File: config.mk
export PLATFORM = sky130hd
export DESIGN_NAME = cache_tag_array_nway
export DESIGN_NICKNAME = d
export VERILOG_FILES = /design/src/rtl/cache_tag_array_nway_pkg.sv /design/src/rtl/cache_tag_array_nway_tag_way_bank.sv /design/src/rtl/cache_tag_array_nway.sv
export SDC_FILE = /design/constraint.sdc
export NUM_CORES = 2
export LEC_CHECK = 0
export CAP_MARGIN = 10
export CORE_UTILIZATION = 40
export CTS_CLUSTER_DIAMETER = 80
export DETAILED_ROUTE_END_ITERATION = 12
export SLEW_MARGIN = 20
export SYNTH_ARGS = -nofsm -noshare
export SYNTH_HDL_FRONTEND = slang
export SYNTH_SLANG_ARGS = --single-unit
File: constraint.sdc
create_clock -name clk0 -period 5.3 [get_ports clk0]
set_input_delay 1.06 -clock clk0 [delete_from_list [all_inputs] [get_ports clk0]]
set_output_delay 1.06 -clock clk0 [all_outputs]
set_load 0.01 [all_outputs]
File: src/rtl/cache_tag_array_nway_pkg.sv
// Shared types and constants for the N-way cache tag store.
package cache_tag_pkg;

    localparam int DEF_TAG_WIDTH = 23;
    localparam int DEF_SET_BITS  = 4;
    localparam int DEF_WAYS      = 4;
    localparam int SETS          = 1 << DEF_SET_BITS;

    typedef enum logic {
        IDLE  = 1'b0,
        CLEAR = 1'b1
    } tag_fsm_e;

    typedef logic [DEF_TAG_WIDTH-1:0] tag_t;
    typedef logic [DEF_SET_BITS-1:0]  set_idx_t;

    // A way index needs at least one bit even for a direct-mapped store.
    function automatic int way_idx_bits(input int ways);
        return (ways > 1) ? $clog2(ways) : 1;
    endfunction

    localparam int WAY_IDX_BITS = way_idx_bits(DEF_WAYS);

endpackage

File: src/rtl/cache_tag_array_nway_tag_way_bank.sv
// One way of the tag store: tag storage, valid bits and the registered per-way compare.
module tag_way_bank #(
    parameter int TAG_WIDTH = 23,
    parameter int SET_BITS  = 4
) (
    input  logic                 clk,
    input  logic                 rst_n,
    input  logic                 rd_en,
    input  logic                 wr_en,
    input  logic [SET_BITS-1:0]  addr,
    input  logic [TAG_WIDTH-1:0] din,
    input  logic                 vin,
    input  logic [TAG_WIDTH-1:0] cmp_tag,
    input  logic                 clr_en,
    input  logic [SET_BITS-1:0]  clr_addr,
    output logic [TAG_WIDTH-1:0] dout,
    output logic                 vout,
    output logic                 hit
);

    localparam int SETS = 1 << SET_BITS;

    logic [TAG_WIDTH-1:0] tag_q [SETS];
    logic [TAG_WIDTH-1:0] tag_d [SETS];
    logic [SETS-1:0]      valid_q, valid_d;
    logic [TAG_WIDTH-1:0] dout_q, dout_d;
    logic                 vout_q, vout_d;
    logic                 hit_q, hit_d;

    always_comb begin
        tag_d   = tag_q;
        valid_d = valid_q;
        if (wr_en) begin
            tag_d[addr]   = din;
            valid_d[addr] = vin;
        end
        if (clr_en) begin
            valid_d[clr_addr] = 1'b0;
        end
        dout_d = dout_q;
        vout_d = vout_q;
        hit_d  = hit_q;
        // Outputs reflect the set after this cycle's write (write-first).
        if (rd_en) begin
            dout_d = tag_d[addr];
            vout_d = valid_d[addr];
            hit_d  = valid_d[addr] && (tag_d[addr] == cmp_tag);
        end
    end

    always_ff @(posedge clk) begin
        tag_q   <= tag_d;
        valid_q <= valid_d;
    end

    always_ff @(posedge clk or negedge rst_n) begin
        if (!rst_n) begin
            dout_q <= '0;
            vout_q <= 1'b0;
            hit_q  <= 1'b0;
        end else begin
            dout_q <= dout_d;
            vout_q <= vout_d;
            hit_q  <= hit_d;
        end
    end

    assign dout = dout_q;
    assign vout = vout_q;
    assign hit  = hit_q;

endmodule

File: src/rtl/cache_tag_array_nway.sv
// N-way set-associative tag store with per-way write mask, hit detection and flash invalidate.
module cache_tag_array_nway
    import cache_tag_pkg::*;
#(
    parameter int TAG_WIDTH = DEF_TAG_WIDTH,
    parameter int SET_BITS  = DEF_SET_BITS,
    parameter int WAYS      = DEF_WAYS
) (
    input  logic                      clk0,
    input  logic                      rst0_n,
    input  logic                      csb0,
    input  logic                      web0,
    input  logic [WAYS-1:0]           wmask0,
    input  logic [SET_BITS-1:0]       addr0,
    input  logic [TAG_WIDTH-1:0]      din0,
    input  logic                      vin0,
    input  logic [TAG_WIDTH-1:0]      cmp_tag0,
    input  logic                      inv_req0,
    output logic                      busy0,
    output logic [WAYS*TAG_WIDTH-1:0] dout0,
    output logic [WAYS-1:0]           vout0,
    output logic [WAYS-1:0]           hit_vec0,
    output logic                      hit0,
    output logic                      multi_hit0
);

    localparam int                  N_IDX    = way_idx_bits(WAYS);
    localparam logic [SET_BITS-1:0] LAST_SET = SET_BITS'((1 << SET_BITS) - 1);

    tag_fsm_e            state_q, state_d;
    logic [SET_BITS-1:0] cnt_q, cnt_d;
    logic                clr_en;
    logic                accept;
    logic [WAYS-1:0]     way_we;
    logic [N_IDX:0]      hit_cnt;

    always_ff @(posedge clk0 or negedge rst0_n) begin
        if (!rst0_n) begin
            state_q <= CLEAR;
            cnt_q   <= '0;
        end else begin
            state_q <= state_d;
            cnt_q   <= cnt_d;
        end
    end

    // Invalidate requests arriving during CLEAR are ignored rather than restarting.
    always_comb begin
        state_d = state_q;
        cnt_d   = cnt_q;
        case (state_q)
            IDLE: begin
                cnt_d = '0;
                if (inv_req0) state_d = CLEAR;
            end
            CLEAR: begin
                cnt_d = cnt_q + 1'b1;
                if (cnt_q == LAST_SET) state_d = IDLE;
            end
            default: state_d = IDLE;
        endcase
    end

    always_comb begin
        busy0  = (state_q == CLEAR);
        clr_en = (state_q == CLEAR);
    end

    assign accept = !csb0 && !busy0;
    assign way_we = (accept && !web0) ? wmask0 : '0;

    for (genvar w = 0; w < WAYS; w++) begin : g_way
        tag_way_bank #(
            .TAG_WIDTH(TAG_WIDTH),
            .SET_BITS (SET_BITS)
        ) u_bank (
            .clk     (clk0),
            .rst_n   (rst0_n),
            .rd_en   (accept),
            .wr_en   (way_we[w]),
            .addr    (addr0),
            .din     (din0),
            .vin     (vin0),
            .cmp_tag (cmp_tag0),
            .clr_en  (clr_en),
            .clr_addr(cnt_q),
            .dout    (dout0[w*TAG_WIDTH +: TAG_WIDTH]),
            .vout    (vout0[w]),
            .hit     (hit_vec0[w])
        );
    end

    always_comb begin
        hit_cnt = '0;
        for (int w = 0; w < WAYS; w++) begin
            hit_cnt = hit_cnt + {{N_IDX{1'b0}}, hit_vec0[w]};
        end
    end

    assign hit0       = |hit_vec0;
    assign multi_hit0 = (hit_cnt > 1);

endmodule

==> results.sh <==
export IMPL_synth_area_leaders="dfxtp_1 44%, mux2_2 21%, dfrtp_1 3.7%, mux4_2 3.2%, nand2_1 3.0%"
export IMPL_whs_ns=0.383
export IMPL_cts_made_buffers=167
export IMPL_cts_tree="done"
export IMPL_async_flop_share_pct=6.40
export IMPL_reg2reg_depth=10
export IMPL_io_pins=163
export IMPL_fin_util_pct=47.2
export IMPL_nets=6777
export IMPL_synth_commonest_cells="1536 x dfxtp_1, 1310 x mux2_2, 566 x nand2_1"
export IMPL_synth_area_um2=70600
export IMPL_synthMuxAreaShare_pct=27.0
export IMPL_dpl_cell_area_um2=76900
export IMPL_leakage_uw=0.0339
export IMPL_synth_most_common_cell="dfxtp_1"
export IMPL_die_w_um=422
export IMPL_drt_initial_drc_count=8493
export IMPL_r2r_setup_slack_ns=1.10
export IMPL_r2r_end="g_way[1].u_bank.hit"
export IMPL_area_growth_syn_to_layout_pct=16.8
export IMPL_fin_skew_ns=0.0330
export IMPL_seq_area_frac_synth_pct=47.3
export IMPL_fin_area_um2=82500
export IMPL_finalCritPeriodShare_pct=88.4
export IMPL_route_detailed_wl_per_inst_um=35.1
export IMPL_drc=0
export IMPL_clkTransAtPathRegs_ns=0.07
export IMPL_antenna_found_initial=33
export IMPL_grt_usage_pct=35.1
export IMPL_ctsResizeCount=0
export IMPL_cts_sinks=1641
export IMPL_critPathMaxFanout=19
export IMPL_start_util_pct=40.4
export IMPL_total_power_uw=30700
export IMPL_core_area_um2=175000
export IMPL_grt_pass1_vias=54859
export IMPL_drt_wl_total_um=322000
export IMPL_fillerInstances=16076
export IMPL_dp_hpwl_um=220000
export IMPL_gr_total_overflow=0
export IMPL_grt_max_degree=71
export IMPL_fmax_mhz=214
export IMPL_end_kind="flop"
export IMPL_viasPerCell=6.40
export IMPL_cts_root_buffer="clkbuf_16"
export IMPL_tightest_slew_ns=1.36
export IMPL_gp_congestion=1.04
export IMPL_vias=58650
export IMPL_dp_slack_ns=0.00861
export IMPL_rsz0062_at_grt="false"
export IMPL_ctsHoldBuffers=0
export IMPL_ys_warn_count=0
export IMPL_synth_top_area_share_pct=43.6
export IMPL_top_layer="met5"
export IMPL_grt_pass1_wl_um=442000
export IMPL_syn_area_per_cell_um2=10.8
export IMPL_crit_required_ns=6.05
export IMPL_r2r_start="busy0"
export IMPL_maxSlewHeadroom_pct=8.64
export IMPL_irDropWorstVdd_mv=0.217
export IMPL_port_buffers=162
export IMPL_cts_htree_levels=4
export IMPL_hold_viol_final=0
export IMPL_drive_gt1_share_pct=33.9
export IMPL_clock_path_buffers=3
export IMPL_route_met3_wl_um=41100
export IMPL_num_rows=153
export IMPL_synth_edf_count=0
export IMPL_min_period_ns=4.68
export IMPL_timing_max_cap_violations=0
export IMPL_first_pass_iters=6
export IMPL_hp_class="in -> async"
export IMPL_wl_met1_um=126000
export IMPL_outcome="finished, final reports clean"
export IMPL_synth_fa_ha_area_share_pct=0.117
export IMPL_crit_arrival_ns=5.43
export IMPL_ys_ff_latch=1641
export IMPL_synth_distinct_cells=100
export IMPL_final_setup_viol_count=0
export IMPL_ant_nets=0
export IMPL_synth_xor_area_share_pct=0.930
export IMPL_synth_simple_gate_area_share_pct=8.06
export IMPL_cts_setup_buffers=0
export IMPL_synth_compound_area_share_pct=12.2
export IMPL_synth_ff_type="dfxtp_1"
export IMPL_start_kind="primary input"
export IMPL_powerDensity_nw_per_um2=372
export IMPL_synth_top_cell_by_area="dfxtp_1"
export IMPL_fp_dieH_um=422
export IMPL_syn_num_nets=6595
export IMPL_met2_length_um=132000
export IMPL_dieArea_um2=178000
export IMPL_clock_latency_ns=0.84
export IMPL_setup_slack_ns=0.617
export IMPL_synth_top_family_by_area="multiplexers"
export IMPL_worstSetupPathType="in -> reg"
export IMPL_syn_inst=6529
export IMPL_slew_violations=0
==> metal layers <==
| metal | vias to the layer above | track usage (%) |
|---|---|---|
| met4 | 36 | 20.1 |
| met2 | 3905 | 50.7 |
| met3 | 1061 | 11.2 |
| li1 | 24239 | - |
| met5 | - | 0 |
| met1 | 29409 | 45.8 |
==> cells in the final DEF, fill, tap and decap left out, types with 18 or more instances in the layout <==
cell type | netlist | final
nand4_1 | 30 | 30
clkbuf_8 | 0 | 36
a221oi_1 | 65 | 65
o221ai_1 | 22 | 21
mux2i_1 | 207 | 206
xor2_1 | 30 | 30
clkinv_2 | 0 | 20
mux4_2 | 99 | 99
a311oi_1 | 25 | 25
a31oi_1 | 59 | 59
nand2_1 | 566 | 565
buf_12 | 0 | 41
clkbuf_16 | 0 | 172
inv_1 | 49 | 46
mux2_2 | 1310 | 1310
nor2b_1 | 25 | 18
a211oi_1 | 52 | 51
o22ai_1 | 43 | 43
o31ai_1 | 18 | 18
nand3_1 | 124 | 123
buf_2 | 98 | 19
clkbuf_1 | 469 | 44
a21oi_1 | 204 | 204
a22oi_1 | 133 | 133
o21ai_0 | 364 | 364
and3_1 | 23 | 23
xnor2_1 | 45 | 45
o211ai_1 | 49 | 49
dfxtp_1 | 1536 | 1536
a22o_1 | 56 | 56
dfrtp_1 | 104 | 104
buf_4 | 38 | 492
clkdlybuf4s50_1 | 0 | 135
nor4_1 | 19 | 18
nor2_1 | 154 | 131
nor3_1 | 78 | 77
==> worst max path at each step <==
| stage | slack, ns | to | start |
|---|---|---|---|
| detailed placement | 0.009 | g_way[3].u_bank.hit | addr0[1] |
| CTS | 0.86 | g_way[3].u_bank.hit | addr0[1] |
| finish | 0.62 | g_way[1].u_bank.hit | web0 |
| floorplan | 1.39 | g_way[0].u_bank.hit | csb0 |
| global route | 0.61 | g_way[2].u_bank.hit | addr0[1] |
| global placement | -0.03 | g_way[3].u_bank.hit | addr0[1] |
==> worst max-delay path, cell delays in order <==
cell and delay [ns]:
clkdlybuf4s50_1 0.67, buf_4 0.31, nor4b_2 0.43, buf_12 0.21, buf_4 0.27, a21oi_1 0.12
a211oi_1 0.68, a21oi_1 0.16, o22ai_1 0.35, a21oi_1 0.41, xor2_1 0.25, nand4_1 0.15
o41ai_2 0.34
==> cell type report <==
cell class / count / area, µm² / area share [%]
antenna: 6 / 15.0 / 0.0182
clock buffer: 251 / 4950 / 6.00
clock inverter: 45 / 596 / 0.722
inverter: 53 / 199 / 0.241
multi-input combinational: 4157 / 34400 / 41.7
sequential: 1641 / 33400 / 40.5
tap: 2325 / 2910 / 3.53
timing repair buffer: 691 / 6020 / 7.29
==> power breakdown <==
group | switching, µW | leakage, µW | internal [µW]
Clock | 5130 | 0.00273 | 7020
Combinational | 2640 | 0.0174 | 1870
Sequential | 636 | 0.0138 | 13400
Total | 8410 | 0.0339 | 22300
==> sequential cells by signal (all words and copies together), names as in the netlist <==
| signal | flops |
|---|---|
| cnt_q | 4 |
| g_way.u_bank.vout | 4 |
| g_way.u_bank.dout | 92 |
| g_way.u_bank.hit | 4 |
| g_way.u_bank.valid_q | 64 |
| busy0 | 1 |
| g_way.u_bank.tag_q | 1472 |
==> cell families (layout without fill, tap and decap cells) <==
| family | count (synthesis) | count (layout) |
|---|---|---|
| xor+xnor | 75 | 75 |
| simple gates | 1180 | 1180 |
| other cells | 0 | 6 |
| compound gates | 1280 | 1280 |
| mux | 1616 | 1616 |
| buf+inv | 731 | 1040 |
| fa+ha+maj | 6 | 6 |
| flops | 1641 | 1641 |
==> stage by stage <==
step	std cells	setup TNS, ns
2_1_floorplan	6529	0
3_3_place_gp	8867	-0.0349
6_report	9169	0
3_5_place_dp	8867	0
4_1_cts	9163	0
5_1_grt	9163	0
Note: power is estimated with default switching activity, not from simulation.
